**config.mk**
```make
export PLATFORM = sky130hd
export DESIGN_NAME = writeback_arbiter
export DESIGN_NICKNAME = d
export VERILOG_FILES = /design/src/rtl/writeback_arbiter.sv
export SDC_FILE = /design/constraint.sdc
export NUM_CORES = 1
export LEC_CHECK = 0
export ABC_AREA = 1
export CAP_MARGIN = 30
export CORE_AREA = 2 2 144 146
export DETAILED_ROUTE_END_ITERATION = 6
export DIE_AREA = 0 0 146 148
export PLACE_DENSITY = 0.69
export SYNTH_ARGS = -nofsm -noshare
export SYNTH_HDL_FRONTEND = slang
export SYNTH_SLANG_ARGS = --single-unit
```
**constraint.sdc**
```tcl
create_clock -name clk -period 7.28 [get_ports clk]
set_clock_uncertainty 0.15 [all_clocks]
set_input_delay 2.184 -clock clk [delete_from_list [all_inputs] [get_ports clk]]
set_output_delay 2.184 -clock clk [all_outputs]
set_load 0.02 [all_outputs]
```
**src/rtl/writeback_arbiter.sv**
```systemverilog
// Register-file write-back arbiter: one holding entry per result source, round-robin
// onto the single write port, with a busy flag and a retired-result counter.

package cpu_parameters;
  localparam int xlen = 32;
endpackage

module writeback_arbiter
  import cpu_parameters::*;
#(
  parameter int NSRC  = 3,
  parameter int CNT_W = 32
) (
  input  logic                 clk,
  input  logic                 rst_n,
  input  logic [NSRC-1:0]      src_valid,
  output logic [NSRC-1:0]      src_ready,
  input  logic [NSRC*5-1:0]    src_rd,
  input  logic [NSRC*xlen-1:0] src_data,
  output logic                 w_valid,
  output logic [4:0]           w_ad,
  output logic [xlen-1:0]      w_data,
  output logic                 wb_busy,
  output logic [CNT_W-1:0]     retire_cnt
);

  localparam int PTR_W = (NSRC > 1) ? $clog2(NSRC) : 1;

  logic [NSRC-1:0]  held;
  logic [4:0]       rd_q   [NSRC];
  logic [xlen-1:0]  data_q [NSRC];
  logic [PTR_W-1:0] rr_ptr;

  logic [NSRC-1:0]  grant;
  logic [PTR_W-1:0] g_idx;
  logic             found;
  logic [NSRC-1:0]  accept;
  logic [CNT_W-1:0] accept_cnt;

  // Source index k steps after the pointer, wrapped into 0..NSRC-1.
  function automatic logic [PTR_W-1:0] wrap_idx(input logic [PTR_W-1:0] p, input int k);
    int s;
    s = int'(p) + k;
    if (s >= NSRC) s = s - NSRC;
    return PTR_W'(s);
  endfunction

  // NOTE: every signal assigned in always_comb gets a default first, so no path can infer a latch.
  always_comb begin
    grant = '0;
    g_idx = '0;
    found = 1'b0;
    for (int k = 0; k < NSRC; k++) begin
      if (!found && held[wrap_idx(rr_ptr, k)]) begin
        found                   = 1'b1;
        g_idx                   = wrap_idx(rr_ptr, k);
        grant[wrap_idx(rr_ptr, k)] = 1'b1;
      end
    end
  end

  assign src_ready = ~held | grant;
  assign accept    = src_valid & src_ready;
  assign wb_busy   = |held;
  assign w_valid   = found;
  assign w_ad      = found ? rd_q[g_idx]   : 5'd0;
  assign w_data    = found ? data_q[g_idx] : '0;

  always_comb begin
    accept_cnt = '0;
    for (int i = 0; i < NSRC; i++) accept_cnt = accept_cnt + CNT_W'(accept[i]);
  end

  // NOTE: sequential state uses non-blocking assignments only, so every register samples pre-edge values.
  always_ff @(posedge clk or negedge rst_n) begin
    if (!rst_n) begin
      held       <= '0;
      rr_ptr     <= '0;
      retire_cnt <= '0;
      // NOTE: the holding arrays are reset too; they are flops, not RAM, and must read zero after reset.
      for (int i = 0; i < NSRC; i++) begin
        rd_q[i]   <= '0;
        data_q[i] <= '0;
      end
    end else begin
      for (int i = 0; i < NSRC; i++) begin
        if (accept[i]) begin
          // A write to x0 is retired without occupying the entry.
          held[i] <= (src_rd[5*i +: 5] != 5'd0);
          if (src_rd[5*i +: 5] != 5'd0) begin
            rd_q[i]   <= src_rd[5*i +: 5];
            data_q[i] <= src_data[xlen*i +: xlen];
          end
        end else if (grant[i]) begin
          held[i] <= 1'b0;
        end
      end
      if (found) rr_ptr <= (g_idx == PTR_W'(NSRC - 1)) ? '0 : g_idx + PTR_W'(1);
      retire_cnt <= retire_cnt + accept_cnt;
    end
  end

endmodule

```
Word-level counts from Yosys, hierarchy flattened
Cells that the tools add are included.

Input port bits: 116. Word-level logic and storage cells: 99. Output and inout port bits: 74. Flip-flop bits (word level): 148.

Bitwise gates (word level): 6. Order comparisons: 13. Reductions and logical operators: 17. $add $sub $neg: 9. Eq/ne operators: 1. Muxes and demuxes: 42.

Operators by type and width (number): $mux 32 (3); $bmux 32 s2 (1); $add 32x3->32 (1); $mux 2 (10); $lt 2x3->1 const B (6); $mux 1 (15); $mux 5 (3); $reduce_bool 5->1 (3); $bmux 5 s2 (1); $mux 3 (3); $or 3x3->3 (3); $bmux 1 s2 (3); $demux 1 s2 (3); $ge 2x1->1 const B (3); $ge 3x2->1 const B (2); $reduce_and 2->1 (3); $reduce_bool 2->1 (3); $sub 2x2->2 const B (3); $logic_and 1x1->1 (5); $add 2x1->3 (1); $add 2x1->3 const B (1); $add 2x2->3 const B (1); $and 3x3->3 (1); $ge 3x3->1 const B (1); 8 further kinds (9).

Logic depth before layout (Yosys ltp)
Gate-level depths: netlist of run 1.

Word-level depth: 22. Depth in mapped cells: 24. Gate-level depth less buffers: 23.

Least setup slack after synthesis of run 1
Ideal clock, no wire load.

Kind: in2reg. Start point: in src_valid[2]. End point: reg retire_cnt[30]. Arrival: 4.543 ns. Setup slack: 2.457 ns. Path buffers: 2. Setup time: 0.129 ns. Cell stages on the path: 13. Data required time: 7.001 ns. Cells stage by stage: clkbuf_1 -> clkbuf_1 -> nand2_1 -> fa_1 -> inv_1 -> ha_1 -> fa_1 -> nand3_1 -> nor2_1 -> nand2_1 -> nor3_1 -> nand2_1 -> xnor2_1.

Cells in the longest elaborated chain, start to end: 3.

RTL lines: start: declaration (line 16) `input logic [NSRC-1:0] src_valid,`; $and 3x3->3 (line 63) `assign accept = src_valid & src_ready;`; $add 2x1->3 (line 71) `for (int i = 0; i < NSRC; i++) accept_cnt = accept_cnt + CNT_W'(accept[i]);`; $add 32x3->32 (line 99) `retire_cnt <= retire_cnt + accept_cnt;`; end signal: assignment (line 99); end: declaration (line 24) `output logic [CNT_W-1:0] retire_cnt`.

Every way passes these cells. A chain may end at the register's enable or synchronous reset.

Worst setup path in the final report of run 1
Start point: reg rr_ptr[0]. End point: out w_data[19].

Cells in the longest elaborated chain, start to end: 16. Elaborated cells on any way between the ends: 32. Classes of those cells: add/sub: 5; order compare: 3; mux: 19; bitwise: 1; reduce/logical: 4.

RTL lines: start: declaration (line 32) `logic [PTR_W-1:0] rr_ptr;`; start signal: assignment (line 98) `if (found) rr_ptr <= (g_idx == PTR_W'(NSRC - 1)) ? '0 : g_idx + PTR_W'(1);`; parallel branches: the longest is 15 deep, another holds $add 2x1->3; $mux 32 (*) (line 67) `assign w_data = found ? data_q[g_idx] : '0;`; end: declaration (line 22) `output logic [xlen-1:0] w_data,`.

Every way passes the cells marked *. The select of a mux whose other input is x is not followed.

==> results.sh, run 1 <==
export IMPL_reg2reg_from="rr_ptr[0]$_DFFE_PN0P_"
export IMPL_overflow=0
export IMPL_synth_cell_types=30
export IMPL_synth_largest_area_cell="dfrtp_1"
export IMPL_switching_power_mw=2.99
export IMPL_synthCells=1007
export IMPL_grt_pass1_vias=6876
export IMPL_drt_iter0_drc=564
export IMPL_fmax_mhz=162
export IMPL_grt_use_total=0.218
export IMPL_std_cell_rows=52
export IMPL_finalInstanceArea_um2=10400
export IMPL_hold_buffers=0
export IMPL_drtAntennaViolNets=0
export IMPL_seq_area_frac_synth=0.469
export IMPL_postPlaceCellArea_um2=9850
export IMPL_r2r_end="retire_cnt[30]$_DFF_PN0_"
export IMPL_fp_dieH_um=148
export IMPL_cp_required_ns=4.95
export IMPL_wirelength_um=23200
export IMPL_numCtsBuffers=17
export IMPL_root_buffer="clkbuf_16"
export IMPL_drc_errors=0
export IMPL_p_clk_frac=0.141
export IMPL_hpwlAfterDp_um=16700
export IMPL_wl_per_cell_um=16.0
export IMPL_nets=1295
export IMPL_post_cts_repair_setup_buffers=0
export IMPL_cp_arrival_ns=3.84
export IMPL_port_buffers=189
export IMPL_min_period_over_period=0.848
export IMPL_area_growth_pct=32.2
export IMPL_finalSetupTns_ns=0
export IMPL_ys_flop_type="dfrtp_1"
export IMPL_power_density_nw_per_um2=581
export IMPL_max_cap_violations=0
export IMPL_holdWs_ns=0.319
export IMPL_ir_drop_mv=0.320
export IMPL_period_needed_ns=6.17
export IMPL_crit_type="register to primary output"
export IMPL_cts_tree="built"
export IMPL_synth_seq_cells=148
export IMPL_rsz0062_at_grt="false"
export IMPL_syn_area_per_cell_um2=7.85
export IMPL_vias=7131
export IMPL_die_w_um=146
export IMPL_post_cts_resized=0
export IMPL_yosysTopAreaCellShare=0.469
export IMPL_whs_endpoint="data_q[36]$_DFFE_PN0P_"
export IMPL_p_int_mw=3.08
export IMPL_mappedNetlistArea_um2=7900
export IMPL_critPathCaptureType="primary output"
export IMPL_yosysWarningCount=0
export IMPL_dp_cells=1421
export IMPL_status="complete, no violations"
export IMPL_cts_sinks=148
export IMPL_initial_core_util=0.394
export IMPL_grt_first_pass_wirelength_um=37000
export IMPL_vias_per_cell=4.91
export IMPL_slew_headroom=0.321
export IMPL_drive_gt1_frac=0.0871
export IMPL_hold_violations=0
export IMPL_antenna_cells=0
export IMPL_htree_levels=4
export IMPL_seqPwrFrac=0.232
export IMPL_worstMarginPinSlew_ns=1.02
export IMPL_cellLeakagePower_nw=5.16
export IMPL_share_comb_of_total_power=0.628
export IMPL_rrSetupSlack_ns=2.79
export IMPL_hold_start="data_q[36]$_DFFE_PN0P_"
export IMPL_cts_buffer_depth=2
export IMPL_clk_latency_ns=0.42
export IMPL_fin_cells=1453
export IMPL_startpoint_type="register"
export IMPL_synth_area_leaders="dfrtp_1 (47%), nand2_1 (16%), nand4_1 (5.8%)"
export IMPL_synth_edf_count=0
export IMPL_die_area_um2=21600
export IMPL_swShare=0.492
export IMPL_core_um2=20000
export IMPL_grt_antenna_before_repair=0
export IMPL_maxSlewViolCount=0
export IMPL_setup_viol=0
export IMPL_grt_max_degree=104
export IMPL_ff2ff_path_depth=22
export IMPL_ios=190
export IMPL_synthArstFlopShare=1.00
export IMPL_dr_pass1_iters=5
export IMPL_hold_path_class="register to register"
export IMPL_p_total_mw=6.07
export IMPL_critPathMaxFanout=25
export IMPL_synth_fp_nets=1131
export IMPL_gp_congestion=0.929
export IMPL_path_clk_slew_ns=0.06
export IMPL_hold_path_depth=2
[kinds of logic (layout without fill, tap and decap cells)]
kind of cell | count (synthesis) | in the layout | share of synthesized area
AO/OA/AOI/OAI | 43 | 43 | 0.0426
XOR/XNOR | 30 | 30 | 0.0332
buffers and inverters | 143 | 319 | 0.0860
AND/OR/NAND/NOR | 635 | 635 | 0.355
flip-flops | 148 | 148 | 0.469
adder cells (fa/ha/maj) | 8 | 8 | 0.0146
[power by group through the flow]
| stage | Combinational, mW | Clock (mW) | Sequential (mW) |
|---|---|---|---|
| final | 3.81 | 0.852 | 1.41 |
| after global routing | 4.21 | 0.906 | 1.44 |
| after global placement | 3.79 | 0 | 1.41 |
| after CTS | 3.84 | 0.868 | 1.40 |
| after floorplan | 2.57 | 0 | 1.35 |
| after detailed placement | 3.83 | 0 | 1.41 |
[synth_stat cells, types with 7 or more instances]
cell type,instances
o21ai_2,29
nand4_1,73
buf_4,9
o21ai_0,7
buf_6,12
xnor2_1,9
buf_2,15
inv_1,86
dfrtp_1,148
xor2_1,21
nor3_1,17
clkbuf_1,17
nor2_1,103
nand2_1,346
nand3_1,64
nand2_2,14
[layout make-up]
type | instances | area [um2]
tap | 270 | 338
clock buffer | 18 | 429
clock inverter | 13 | 135
sequential | 148 | 3700
multi-input combinational | 716 | 3520
timing repair buffer | 198 | 1980
inverter | 90 | 338
fill | 1938 | 9590
[per-layer routing]
layer / share of wire / vias to the layer above / global-route usage
li1: - / 3538 / -
met1: 0.46 / 3331 / 0.301
met2: 0.44 / 238 / 0.325
met3: 0.087 / 24 / 0.0759
met4: 0.019 / 0 / 0.0617
met5: 0 / - / 0
[per-stage QoR]
stage	util	setup slack (ns)
after floorplan	-	2.46
after global placement	0.492	1.66
after detailed placement	0.492	1.56
after CTS	0.520	1.10
after global routing	0.521	0.814
final	0.521	1.11
[worst max-delay path by stage]
| stage | endpoint | cells after the start | start |
|---|---|---|---|
| global placement | w_ad[3] | 14 | rr_ptr[0]$_DFFE_PN0P_ |
| detailed placement | w_data[19] | 14 | rr_ptr[0]$_DFFE_PN0P_ |
| floorplan | retire_cnt[30]$_DFF_PN0_ | 13 | src_valid[2] |
| CTS | w_data[19] | 14 | rr_ptr[0]$_DFFE_PN0P_ |
| finish | w_data[19] | 14 | rr_ptr[0]$_DFFE_PN0P_ |
| global route | w_data[10] | 14 | rr_ptr[0]$_DFFE_PN0P_ |
[cell usage in the layout, fill, tap and decap left out, types with 21 or more instances in the layout]
cell,count
inv_1,86
nand4_1,73
nor2_1,103
clkdlybuf4s50_1,188
nand2_1,346
o21ai_2,29
dfrtp_1,148
xor2_1,21
nand3_1,64
[registers in the layout (all words and copies together) (netlist names)]
register,count
rr_ptr,2
rd_q,15
retire_cnt,32
held,3
data_q,96
[worst max-delay path, stage by stage, from the launching register on]
cell             delay (ns)
dfrtp_1                0.40
inv_1                  0.08
ha_1                   0.43
inv_2                  0.15
nand2_1                0.09
nand3_1                0.08
nand2_2                0.11
nand2_2                0.08
inv_2                  0.08
nand3_1                0.70
nand3_1                0.38
nand2_1                0.12
nor2_1                 0.12
nor2_1                 0.04
clkdlybuf4s50_1        0.54
Power figures use the tool's default switching activity.
==> run 2, diff against run 1 <==
clock period = 6.4 ns   (was 7.28 ns; I/O delays follow)
==> run 2 against run 1 <==
Effect of this change: hold slack about the same; critical endpoint is now w_data[30]; sequential cell count unchanged; combinational power grew 14%; sequential power grew 12%; critical path type unchanged.
==> results.sh, run 2 (synthesis gave the netlist of run 1 again) <==
export IMPL_drt_iter0_drc=446
export IMPL_drive_gt1_frac=0.0887
export IMPL_cts_buffer_depth=2
export IMPL_finalSetupTns_ns=0
export IMPL_min_period_over_period=0.929
export IMPL_postPlaceCellArea_um2=9880
export IMPL_setup_viol=0
export IMPL_cp_required_ns=4.33
export IMPL_setup_ws_ns=0.452
export IMPL_cts_sinks=148
export IMPL_cellLeakagePower_nw=5.18
export IMPL_num_fill_cells=1999
export IMPL_path_clk_slew_ns=0.06
export IMPL_drc_errors=0
export IMPL_grt_antenna_before_repair=1
export IMPL_post_cts_repair_setup_buffers=0
export IMPL_die_area_um2=21600
export IMPL_critPathCaptureType="primary output"
export IMPL_gp_congestion=0.927
export IMPL_root_buffer="clkbuf_16"
export IMPL_die_w_um=146
export IMPL_final_cell_mix="nand2_1 (346), clkdlybuf4s50_1 (188), dfrtp_1 (148)"
export IMPL_post_cts_resized=0
export IMPL_nets=1297
export IMPL_dr_pass1_iters=5
export IMPL_initial_core_util=0.394
export IMPL_vias_per_cell=4.94
export IMPL_status="complete, no violations"
export IMPL_grt_max_degree=69
export IMPL_top_register="data_q"
export IMPL_largest_reg_flops=96
export IMPL_fin_cells=1454
export IMPL_seqCellArea_um2=3700
export IMPL_max_cap_violations=0
export IMPL_antenna_cells=0
export IMPL_cp_arrival_ns=3.88
export IMPL_dp_cells=1424
export IMPL_final_common_cell="nand2_1"
export IMPL_ir_drop_mv=0.412
export IMPL_cp_slowest_stage_delay_ns=0.71
export IMPL_clk_latency_ns=0.42
export IMPL_hold_violations=0
export IMPL_critPathMaxFanout=25
export IMPL_crit_type="register to primary output"
export IMPL_htree_levels=4
export IMPL_crit_top_cell="nand3_1"
export IMPL_grt_first_pass_wirelength_um=37700
export IMPL_hold_path_class="register to register"
export IMPL_hold_buffers=0
export IMPL_hpwlAfterDp_um=16900
export IMPL_holdWs_ns=0.319
export IMPL_power_density_nw_per_um2=665
export IMPL_cts_tree="built"
export IMPL_wl_per_cell_um=16.2
export IMPL_multi_input_area_um2=3520
export IMPL_worst_path_max_delay_cell="nand3_1"
export IMPL_period_needed_ns=5.95
export IMPL_grt_use_total=0.220
export IMPL_largest_registers="data_q (96), retire_cnt (32), rd_q (15)"
export IMPL_rsz0062_at_grt="false"
export IMPL_grt_pass1_vias=6984
export IMPL_overflow=0
export IMPL_port_buffers=189
export IMPL_area_growth_pct=32.4
export IMPL_finalInstanceArea_um2=10500
export IMPL_vias=7184
export IMPL_worstMarginPinSlew_ns=1.04
export IMPL_drtAntennaViolNets=0
export IMPL_path_cells="inv_1 > ha_1 > inv_2 > nand2_1 > nand3_1 > nand2_2 > nand2_2 > inv_2 > nand3_1 > nand3_1 > nand2_1 > nor2_1 > nor2_1 > clkdlybuf4s50_1"
export IMPL_maxSlewViolCount=0
export IMPL_startpoint_type="register"
export IMPL_fmax_mhz=168
export IMPL_std_cell_rows=52
export IMPL_fp_dieH_um=148
export IMPL_core_um2=20000
export IMPL_ios=190
export IMPL_wirelength_um=23500
export IMPL_slew_headroom=0.305
export IMPL_numCtsBuffers=17
export IMPL_pre_cts_slack_ns=0.986
[run 2: cell count changes in the layout (fill, tap and decap cells not counted), sizes merged]
| cell | change |
|---|---|
| buf | +2 |
| bufinv | +1 |
| clkbuf | -1 |
| clkinvlp | -1 |
[run 2: worst paths after layout]
path	start	end	slack [ns]	cells after the start
max in group asynchronous	rst_n	data_q[43]$_DFFE_PN0P_	3.68	2
setup reg to reg	rr_ptr[0]$_DFFE_PN0P_	retire_cnt[27]$_DFF_PN0_	1.86	21
hold reg to reg	data_q[43]$_DFFE_PN0P_	data_q[43]$_DFFE_PN0P_	0.32	2
hold / removal	data_q[43]$_DFFE_PN0P_	data_q[43]$_DFFE_PN0P_	0.32	2
setup / recovery	rr_ptr[0]$_DFFE_PN0P_	w_data[30]	0.45	14
min in group asynchronous	rst_n	data_q[77]$_DFFE_PN0P_	1.35	1
[run 2: report_power, final]
| group | total, mW | internal, mW | switching (mW) |
|---|---|---|---|
| registers | 1.58 | 1.33 | 0.250 |
| clock network | 1.02 | 0.608 | 0.411 |
| logic | 4.36 | 1.62 | 2.75 |
| total | 6.96 | 3.56 | 3.41 |
[run 2: through the flow]
stage	utilization	total power, mW
3_3_place_gp	0.493	5.91
3_5_place_dp	0.493	5.95
6_report	0.522	6.96
5_1_grt	0.522	7.48
2_1_floorplan	-	4.46
4_1_cts	0.522	6.99
[run 2: critical path, delay by kind of cell (launching register included)]
kind | cells | cell delay (ns)
fa+ha+maj | 1 | 0.42
buf+inv | 4 | 0.86
flops | 1 | 0.41
simple gates | 9 | 1.76
[run 2: layout make-up]
cell class              count  area share
clock inverters            13      0.0154
clock buffers              17      0.0407
flip-flops and latches    148       0.354
repair buffers            200       0.189
multi-input cells         716       0.337
inverters                  90      0.0323
well taps                 270      0.0323
[run 2: layer usage]
layer  up-vias  track usage  wire length (um)  share of wire
li1       3532            -                 -              -
met1      3366        0.308             10800           0.46
met2       255        0.331             10400           0.44
met3        29       0.0719              1980          0.084
met4         2       0.0578               374          0.016
met5         -            0                11        0.00047
